$ cat src/rtl/muldiv_if.sv
// Request/result bundle between the control unit and the iterative multiply/divide unit.
interface muldiv_if #(
  parameter int WIDTH = 32
);
  logic             start;
  logic [1:0]       op;
  logic [WIDTH-1:0] a;
  logic [WIDTH-1:0] b;
  logic             busy;
  logic             done;
  logic             div_zero;
  logic [WIDTH-1:0] hi;
  logic [WIDTH-1:0] lo;

  modport master (output start, op, a, b, input busy, done, div_zero, hi, lo);
  modport slave  (input start, op, a, b, output busy, done, div_zero, hi, lo);
endinterface

$ cat src/rtl/muldiv_unit.sv
// Iterative MULT/DIV unit: magnitude shift-add / restoring divide, sign fix-up in a final cycle.
// Optional MULDIV_UNSIGNED_EN enables op[1] as the unsigned (multu/divu) select.
module muldiv_unit #(
  parameter int WIDTH = 32,
  parameter int CNT_W = $clog2(WIDTH+1)
) (
  input logic  clk,
  input logic  reset,
  muldiv_if.slave bus
);
  typedef enum logic [1:0] {IDLE, CALC, FIX, DONE} state_t;

  state_t             state, stateNext;
  logic               accept;
  logic               isDivR, negLoR, negHiR;
  logic [WIDTH-1:0]   dvsR;
  logic [2*WIDTH-1:0] accR;
  logic [CNT_W-1:0]   cnt;

  logic               opSigned, opDiv, aNeg, bNeg, divByZero;
  logic [WIDTH-1:0]   aMag, bMag;

  assign opDiv = bus.op[0];
`ifdef MULDIV_UNSIGNED_EN
  assign opSigned = ~bus.op[1];
`else
  logic unusedOpHi;
  assign opSigned   = 1'b1;
  assign unusedOpHi = bus.op[1];
`endif
  assign aNeg      = opSigned & bus.a[WIDTH-1];
  assign bNeg      = opSigned & bus.b[WIDTH-1];
  assign aMag      = aNeg ? -bus.a : bus.a;
  assign bMag      = bNeg ? -bus.b : bus.b;
  assign divByZero = opDiv && (bus.b == '0);

  always_ff @(posedge clk or posedge reset) begin
    if (reset) state <= IDLE;
    else       state <= stateNext;
  end

  always_comb begin
    stateNext = state;
    accept    = 1'b0;
    case (state)
      IDLE, DONE: begin
        stateNext = IDLE;
        if (bus.start) begin
          accept    = 1'b1;
          stateNext = divByZero ? DONE : CALC;
        end
      end
      CALC:    if (cnt == CNT_W'(WIDTH-1)) stateNext = FIX;
      FIX:     stateNext = DONE;
      default: stateNext = IDLE;
    endcase
  end

  // Low half of accR holds the multiplier (shifted out) or the quotient (shifted in).
  logic [WIDTH:0]     mulSum;
  logic [WIDTH:0]     divShift;
  logic               divGe;
  logic [WIDTH-1:0]   divRem;
  logic [2*WIDTH-1:0] prodFix;
  logic [WIDTH-1:0]   quoFix, remFix;

  assign mulSum   = {1'b0, accR[2*WIDTH-1:WIDTH]} + {1'b0, (accR[0] ? dvsR : '0)};
  assign divShift = {accR[2*WIDTH-1:WIDTH], accR[WIDTH-1]};
  assign divGe    = divShift >= {1'b0, dvsR};
  assign divRem   = divShift[WIDTH-1:0] - dvsR;
  assign prodFix  = negLoR ? -accR : accR;
  assign quoFix   = negLoR ? -accR[WIDTH-1:0] : accR[WIDTH-1:0];
  assign remFix   = negHiR ? -accR[2*WIDTH-1:WIDTH] : accR[2*WIDTH-1:WIDTH];

  always_ff @(posedge clk or posedge reset) begin
    if (reset) begin
      accR   <= '0;
      dvsR   <= '0;
      cnt    <= '0;
      isDivR <= 1'b0;
      negLoR <= 1'b0;
      negHiR <= 1'b0;
      bus.hi <= '0;
      bus.lo <= '0;
    end else if (accept) begin
      accR   <= {{WIDTH{1'b0}}, aMag};
      dvsR   <= bMag;
      cnt    <= '0;
      isDivR <= opDiv;
      negLoR <= aNeg ^ bNeg;
      negHiR <= aNeg;
    end else if (state == CALC) begin
      cnt <= cnt + CNT_W'(1);
      if (isDivR)
        accR <= divGe ? {divRem, accR[WIDTH-2:0], 1'b1}
                      : {divShift[WIDTH-1:0], accR[WIDTH-2:0], 1'b0};
      else
        accR <= {mulSum, accR[WIDTH-1:1]};
    end else if (state == FIX) begin
      if (isDivR) {bus.hi, bus.lo} <= {remFix, quoFix};
      else        {bus.hi, bus.lo} <= prodFix;
    end
  end

  always_ff @(posedge clk or posedge reset) begin
    if (reset) begin
      bus.busy     <= 1'b0;
      bus.done     <= 1'b0;
      bus.div_zero <= 1'b0;
    end else begin
      bus.busy     <= (stateNext == CALC) || (stateNext == FIX);
      bus.done     <= (stateNext == DONE);
      bus.div_zero <= accept && divByZero;
    end
  end
endmodule

$ cat src/flat_wrapper.sv
// flat-port wrapper written by rule: the top's interface ports become plain ports
module muldiv_unit_flat 
#(
  parameter int WIDTH = 32,
  parameter int CNT_W = $clog2(WIDTH+1)
)
  (clk, reset, bus_start, bus_op, bus_a, bus_b, bus_busy, bus_done, bus_div_zero, bus_hi, bus_lo);
  muldiv_if #(.WIDTH(WIDTH)) bus_i ();
  input logic clk;
  input logic reset;
  input wire logic [$bits(bus_i.start)-1:0] bus_start;
  input wire logic [$bits(bus_i.op)-1:0] bus_op;
  input wire logic [$bits(bus_i.a)-1:0] bus_a;
  input wire logic [$bits(bus_i.b)-1:0] bus_b;
  output wire logic [$bits(bus_i.busy)-1:0] bus_busy;
  output wire logic [$bits(bus_i.done)-1:0] bus_done;
  output wire logic [$bits(bus_i.div_zero)-1:0] bus_div_zero;
  output wire logic [$bits(bus_i.hi)-1:0] bus_hi;
  output wire logic [$bits(bus_i.lo)-1:0] bus_lo;
  assign bus_i.start = bus_start;
  assign bus_i.op = bus_op;
  assign bus_i.a = bus_a;
  assign bus_i.b = bus_b;
  assign bus_busy = bus_i.busy;
  assign bus_done = bus_i.done;
  assign bus_div_zero = bus_i.div_zero;
  assign bus_hi = bus_i.hi;
  assign bus_lo = bus_i.lo;
  muldiv_unit #(.WIDTH(WIDTH), .CNT_W(CNT_W)) u_core (.clk(clk), .reset(reset), .bus(bus_i));
endmodule
$ cat config.mk
export PLATFORM = sky130hd
export DESIGN_NAME = muldiv_unit_flat
export DESIGN_NICKNAME = d
export VERILOG_FILES = /design/src/rtl/muldiv_if.sv /design/src/rtl/muldiv_unit.sv /design/src/flat_wrapper.sv
export SDC_FILE = /design/constraint.sdc
export NUM_CORES = 1
export LEC_CHECK = 0
export ABC_CLOCK_PERIOD_IN_PS = 6100
export CORE_MARGIN = 4
export CORE_UTILIZATION = 34
export CTS_CLUSTER_DIAMETER = 80
export DETAILED_ROUTE_END_ITERATION = 12
export HOLD_SLACK_MARGIN = 0.06
export PLACE_DENSITY_LB_ADDON = 0.12
export SETUP_SLACK_MARGIN = 0.02
export SYNTH_ARGS = -nofsm -noshare
export SYNTH_HDL_FRONTEND = slang
export SYNTH_SLANG_ARGS = --single-unit
$ cat constraint.sdc
create_clock -name clk -period 6.1 [get_ports clk]
set_clock_uncertainty 0.05 [all_clocks]
set_input_delay 0.915 -clock clk [delete_from_list [all_inputs] [get_ports clk]]
set_output_delay 0.915 -clock clk [all_outputs]
set_load 0.02 [all_outputs]
### Word level (Yosys, flattened, before mapping)

Cells that the tools add are included.

* $lt $le $gt $ge: 1
* bitwise gates (word level): 3
* add/subtract/negate cells: 8
* mux-type cells: 20
* reductions and logical operators: 8
* equality and inequality tests: 7

Operator list (count)
* $mux 64: 5
* $mux 32: 7
* $neg 32->32: 4
* $neg 64->64: 1
* $add 32x32->33: 1
* $ge 33x32->1: 1
* $logic_not 32->1: 1
* $sub 32x32->32: 1
* $mux 6: 2
* $eq 2x2->1 const B: 4
* $add 6x1->6 const B: 1
* $eq 6x5->1 const B: 1
* $mux 2: 3
* $pmux 2 s3: 1
* $eq 2x1->1 const B: 2
* $reduce_and 3->1: 1
* $logic_and 1x1->1: 2
* $logic_not 2->1: 1
* $mux 1: 2
* $not 1->1: 2
* $reduce_bool 2->1: 1
* $reduce_or 2->1: 1
* $logic_or 1x1->1: 1
* $xor 1x1->1: 1

* output and inout port bits: 67
* word-level logic and storage cells: 59
* bits of input ports: 69
* bits in registers: 174

### Longest topological paths before layout

* depth in word-level cells: 7
* mapped depth: 15
* mapped depth without buffers: 13

### Worst setup path before layout

OpenSTA, ideal clock, no wires.

* path kind: register to register
* start: reg u_core.accR[0]
* end: reg u_core.accR[63]
* path buffers: 1
* stages on the path, launching flop included: 13
* slack: 2763 ps
* arrival: 3165 ps
* period minus slack after synthesis: 3337 ps
* data required time: 5928 ps
* setup time: 122 ps
* cells stage by stage: dfrtp_1 > inv_1 > clkbuf_1 > nor2_1 > ha_1 > a21o_1 > a21o_1 > a21oi_1 > and3b_1 > nor4_1 > o31ai_1 > or4b_2 > a32o_1

* cells in the longest elaborated chain, start to end: 5

RTL lines
* from (decl): RTL line muldiv_unit.sv:17 `logic [2*WIDTH-1:0] accR;`
* from (signal assigned): RTL line muldiv_unit.sv:86 `accR <= {{WIDTH{1'b0}}, aMag};`
* from (signal assigned): RTL line muldiv_unit.sv:95 `accR <= divGe ? {divRem, accR[WIDTH-2:0], 1'b1}`
* from (signal assigned): RTL line muldiv_unit.sv:98 `accR <= {mulSum, accR[WIDTH-1:1]};`
* $mux 32: RTL line muldiv_unit.sv:67 `assign mulSum = {1'b0, accR[2*WIDTH-1:WIDTH]} + {1'b0, (accR[0] ? dvsR : '0)};`
* $add 32x32->33: RTL line muldiv_unit.sv:67
* $mux 64: RTL line muldiv_unit.sv:94 `if (isDivR)`
* $mux 64: RTL line muldiv_unit.sv:92 `end else if (state == CALC) begin`
* $mux 64: RTL line muldiv_unit.sv:85 `end else if (accept) begin`

Every way passes these cells. The select of a mux whose other input is x is not followed.
A chain may end at the register's enable or synchronous reset.

### Worst setup path in the final report

* start: reg u_core.accR[0]
* end: reg u_core.accR[60]

The elaborated chain is that of the path after synthesis.

==> flow_summary.yaml <==
worst_hold_path:
  hold_depth: 2
  worstHoldPathType: "reg2reg"
  min_from: "u_core.bus.lo[1]$_DFFE_PP0P_"
  hold_path_end: "u_core.bus.lo[1]$_DFFE_PP0P_"
sta:
  setup_ws_ns: 1.83
  fmax_ghz: 0.234
  max_slew.worst_pin.slew_ns: 1.31
  relSlewSlack_pct: 12.8
  finalCriticalPeriod_ns: 4.27
  final_max_slew_viol_count: 0
  period_share_pct: 70.1
  rsz0062_at_grt: "no"
  finalHoldViolations: 0
  final.setup.tns_ns: 0
  finalSetupViolations: 0
cts:
  cts_buffer_depth: 2
  htreeDepth: 4
  post_cts_resized: 0
  cts_made_buffers: 17
  cts_tree: "built"
  cts_setup_buffers: 0
  clk_pin_slew_worst_paths_ns: 0.08
  cts-root-buf: "clkbuf_16"
  cts.sinks: 174
  clock_latency_ns: 0.46
  ctsHoldBuffers: 0
synthesis:
  seq_area_frac_synth_pct: 31.1
  synth-async-reset-ratio_pct: 100
  yosys_warnings: 0
  ys_ff_latch: 174
  avgSynthCellArea_um2: 8.12
  postSynthCellCount: 1726
  yosysUniqueCellTypes: 77
  synth_ff_type: "dfrtp_1"
  synth_edf_count: 0
  synth_nets: 1869
  syn-cell-area_um2: 14000
power:
  p_per_area_nw_per_um2: 380
  irDropWorstVdd_mv: 0.167
  p_leak_nw: 6.99
outcome:
  outcome: "finished, final reports clean"
finish:
  num-fill-cells: 4245
  multiInputGateArea_um2: 9050
  final_common_cell: "nand2_1"
  drive_gt1_share_pct: 5.21
  layout_common_cells: "nand2_1, o21ai_0, dfrtp_1, clkdlybuf4s50_1, xor2_1"
  final_core_util_pct: 40.1
  fin_cells: 2339
  final_nets: 1936
  syn2layout_area_growth_pct: 16.8
  seqCellArea_um2: 4360
  final_area_um2: 16400
die:
  die_h_um: 211
  io_pins: 136
  floorplan.initialDensity_pct: 34.3
  die-area_um2: 44500
  row_count: 74
  core_um2: 40800
  fp.dieW_um: 211
route:
  viasPerCell: 5.35
  num_vias: 12500
  first_iter_violations: 947
  drc: 0
  dr.pass1.iters: 5
  wl_per_cell_um: 18.7
  detail-route-antenna-nets: 0
  wirelength_um: 43700
global_routing:
  grt_pass1_vias: 11900
  grt_pass1_wl_um: 68600
  grt_overflow: 0
  grt_start_max_net_pins: 129
  antenna_found_initial: 2
  track_usage_pct: 19.3
critical_path:
  r2r_end: "u_core.accR[60]$_DFFE_PP0P_"
  reg2reg_slack_ns: 1.83
  required_ns: 6.37
  crit_chain: "inv_1 -> buf_4 -> nor2_1 -> ha_1 -> o21a_1 -> o2bb2ai_1 -> a2111oi_0 -> o2111ai_1 -> a21oi_1 -> o31ai_1 -> mux2i_1 -> o21ai_0 -> nand3_1"
  crit_type: "reg2reg"
  cp_slowest_stage_delay_ns: 0.93
  cp-start-kind: "register"
  setup.worst_path.start: "u_core.accR[0]$_DFFE_PP0P_"
  crit_slowest_cell: "a2111oi_0"
  rr_startpoint: "u_core.accR[0]$_DFFE_PP0P_"
  path_max_fanout: 30
  r2r_cells: 13
  critPathArrivalTime_ns: 4.55
  endpoint_kind: "register"
run:
  max-cap-violations: 0
placed_design:
  port_buffers: 134
  dp_slack_ns: 1.92
  placed_area_um2: 15700
  place_congestion: 0.908
  dp_hpwl_um: 33900
  dp_cells: 2306
## power breakdown
| part | total, W | internal (W) | switching (W) |
|---|---|---|---|
| Combinational | 0.00326 | 0.00132 | 0.00193 |
| Sequential | 0.00175 | 0.00133 | 0.000427 |
| Clock | 0.00121 | 0.000660 | 0.000546 |
| Total | 0.00622 | 0.00331 | 0.00291 |
## routing by layer
metal	up-vias	part of all wire [%]	global-route usage, %
met5	-	0	0
met4	0	1.6	5.03
met3	37	4.5	2.84
met2	286	41	27.6
met1	5860	53	30.1
li1	6328	-	-
## critical path: cells and delay by family, from the launching register on
| family | cells | cell delay [ns] |
|---|---|---|
| and+or+nand+nor | 2 | 0.21 |
| buffers and inverters | 2 | 0.50 |
| adders and majority gates | 1 | 0.44 |
| DFF | 1 | 0.48 |
| muxes | 1 | 0.15 |
| AOI/OAI and AO/OA | 7 | 2.28 |
## worst max-delay path by stage
| stage | slack (ns) | depth (start not counted) | to |
|---|---|---|---|
| after floorplan | 0.42 | 1 | u_core.accR[0]$_DFFE_PP0P_ |
| after global placement | 1.90 | 13 | u_core.accR[60]$_DFFE_PP0P_ |
| after detailed placement | 1.92 | 13 | u_core.accR[60]$_DFFE_PP0P_ |
| after CTS | 1.86 | 13 | u_core.accR[60]$_DFFE_PP0P_ |
| after global routing | 1.66 | 13 | u_core.accR[60]$_DFFE_PP0P_ |
| final | 1.83 | 13 | u_core.accR[60]$_DFFE_PP0P_ |
## Yosys cell counts (all sizes together), types with 14 or more instances
cell type    n  share of area [%]
dfrtp      174                 31
a31oi       16               0.71
ha          72                6.4
inv         62                1.7
o21ai      223                8.0
o21a        18               0.96
nand2      238                6.4
a211oi      14               0.79
xor2       120                7.5
a21oi       92                3.3
nand4       19               0.89
buf         20               0.79
a21o        29                1.6
nor4        20                1.4
or3         17               0.79
o31ai       33                1.8
clkbuf      79                2.1
or4         16               0.94
nor2b       18               0.80
nand3       26               0.93
o211ai      42                2.2
o41ai       16                1.1
xnor2       56                3.5
mux2i       49                3.5
nor3        34                1.3
nor2       114                3.1
## flip-flops by register name, summed over array words and instances (netlist names), 2 cells and up
signal and count:
u_core.dvsR 32, u_core.state 2, u_core.accR 64, u_core.cnt 6, u_core.bus.lo 32, u_core.bus.hi 32
## logic make-up (layout without fill, tap and decap cells)
group | after synthesis | after routing | synth area share (%)
other cells | 0 | 2 | 0
fa+ha+maj | 74 | 74 | 6.71
xor+xnor | 176 | 176 | 11.0
buf+inv | 161 | 240 | 4.57
compound gates | 532 | 532 | 23.4
mux | 59 | 59 | 4.30
flops | 174 | 174 | 31.1
simple gates | 550 | 550 | 18.9
## stage by stage
stage	power (W)	hold slack (ns)
6_report	0.00622	0.429
5_1_grt	0.00667	0.453
4_1_cts	0.00621	0.436
3_5_place_dp	0.00497	0.421
3_3_place_gp	0.00497	0.411
2_1_floorplan	0.00408	0.400
## area by class of cell
class | count | share of cell area (%)
clock buffer | 17 | 2.60
antenna | 2 | 0.0306
timing repair buffer | 147 | 8.79
multi-input combinational | 1391 | 55.2
inverter | 62 | 1.45
tap | 532 | 4.07
sequential | 174 | 26.6
clock inverter | 14 | 1.22
Power figures use the tool's default switching activity.
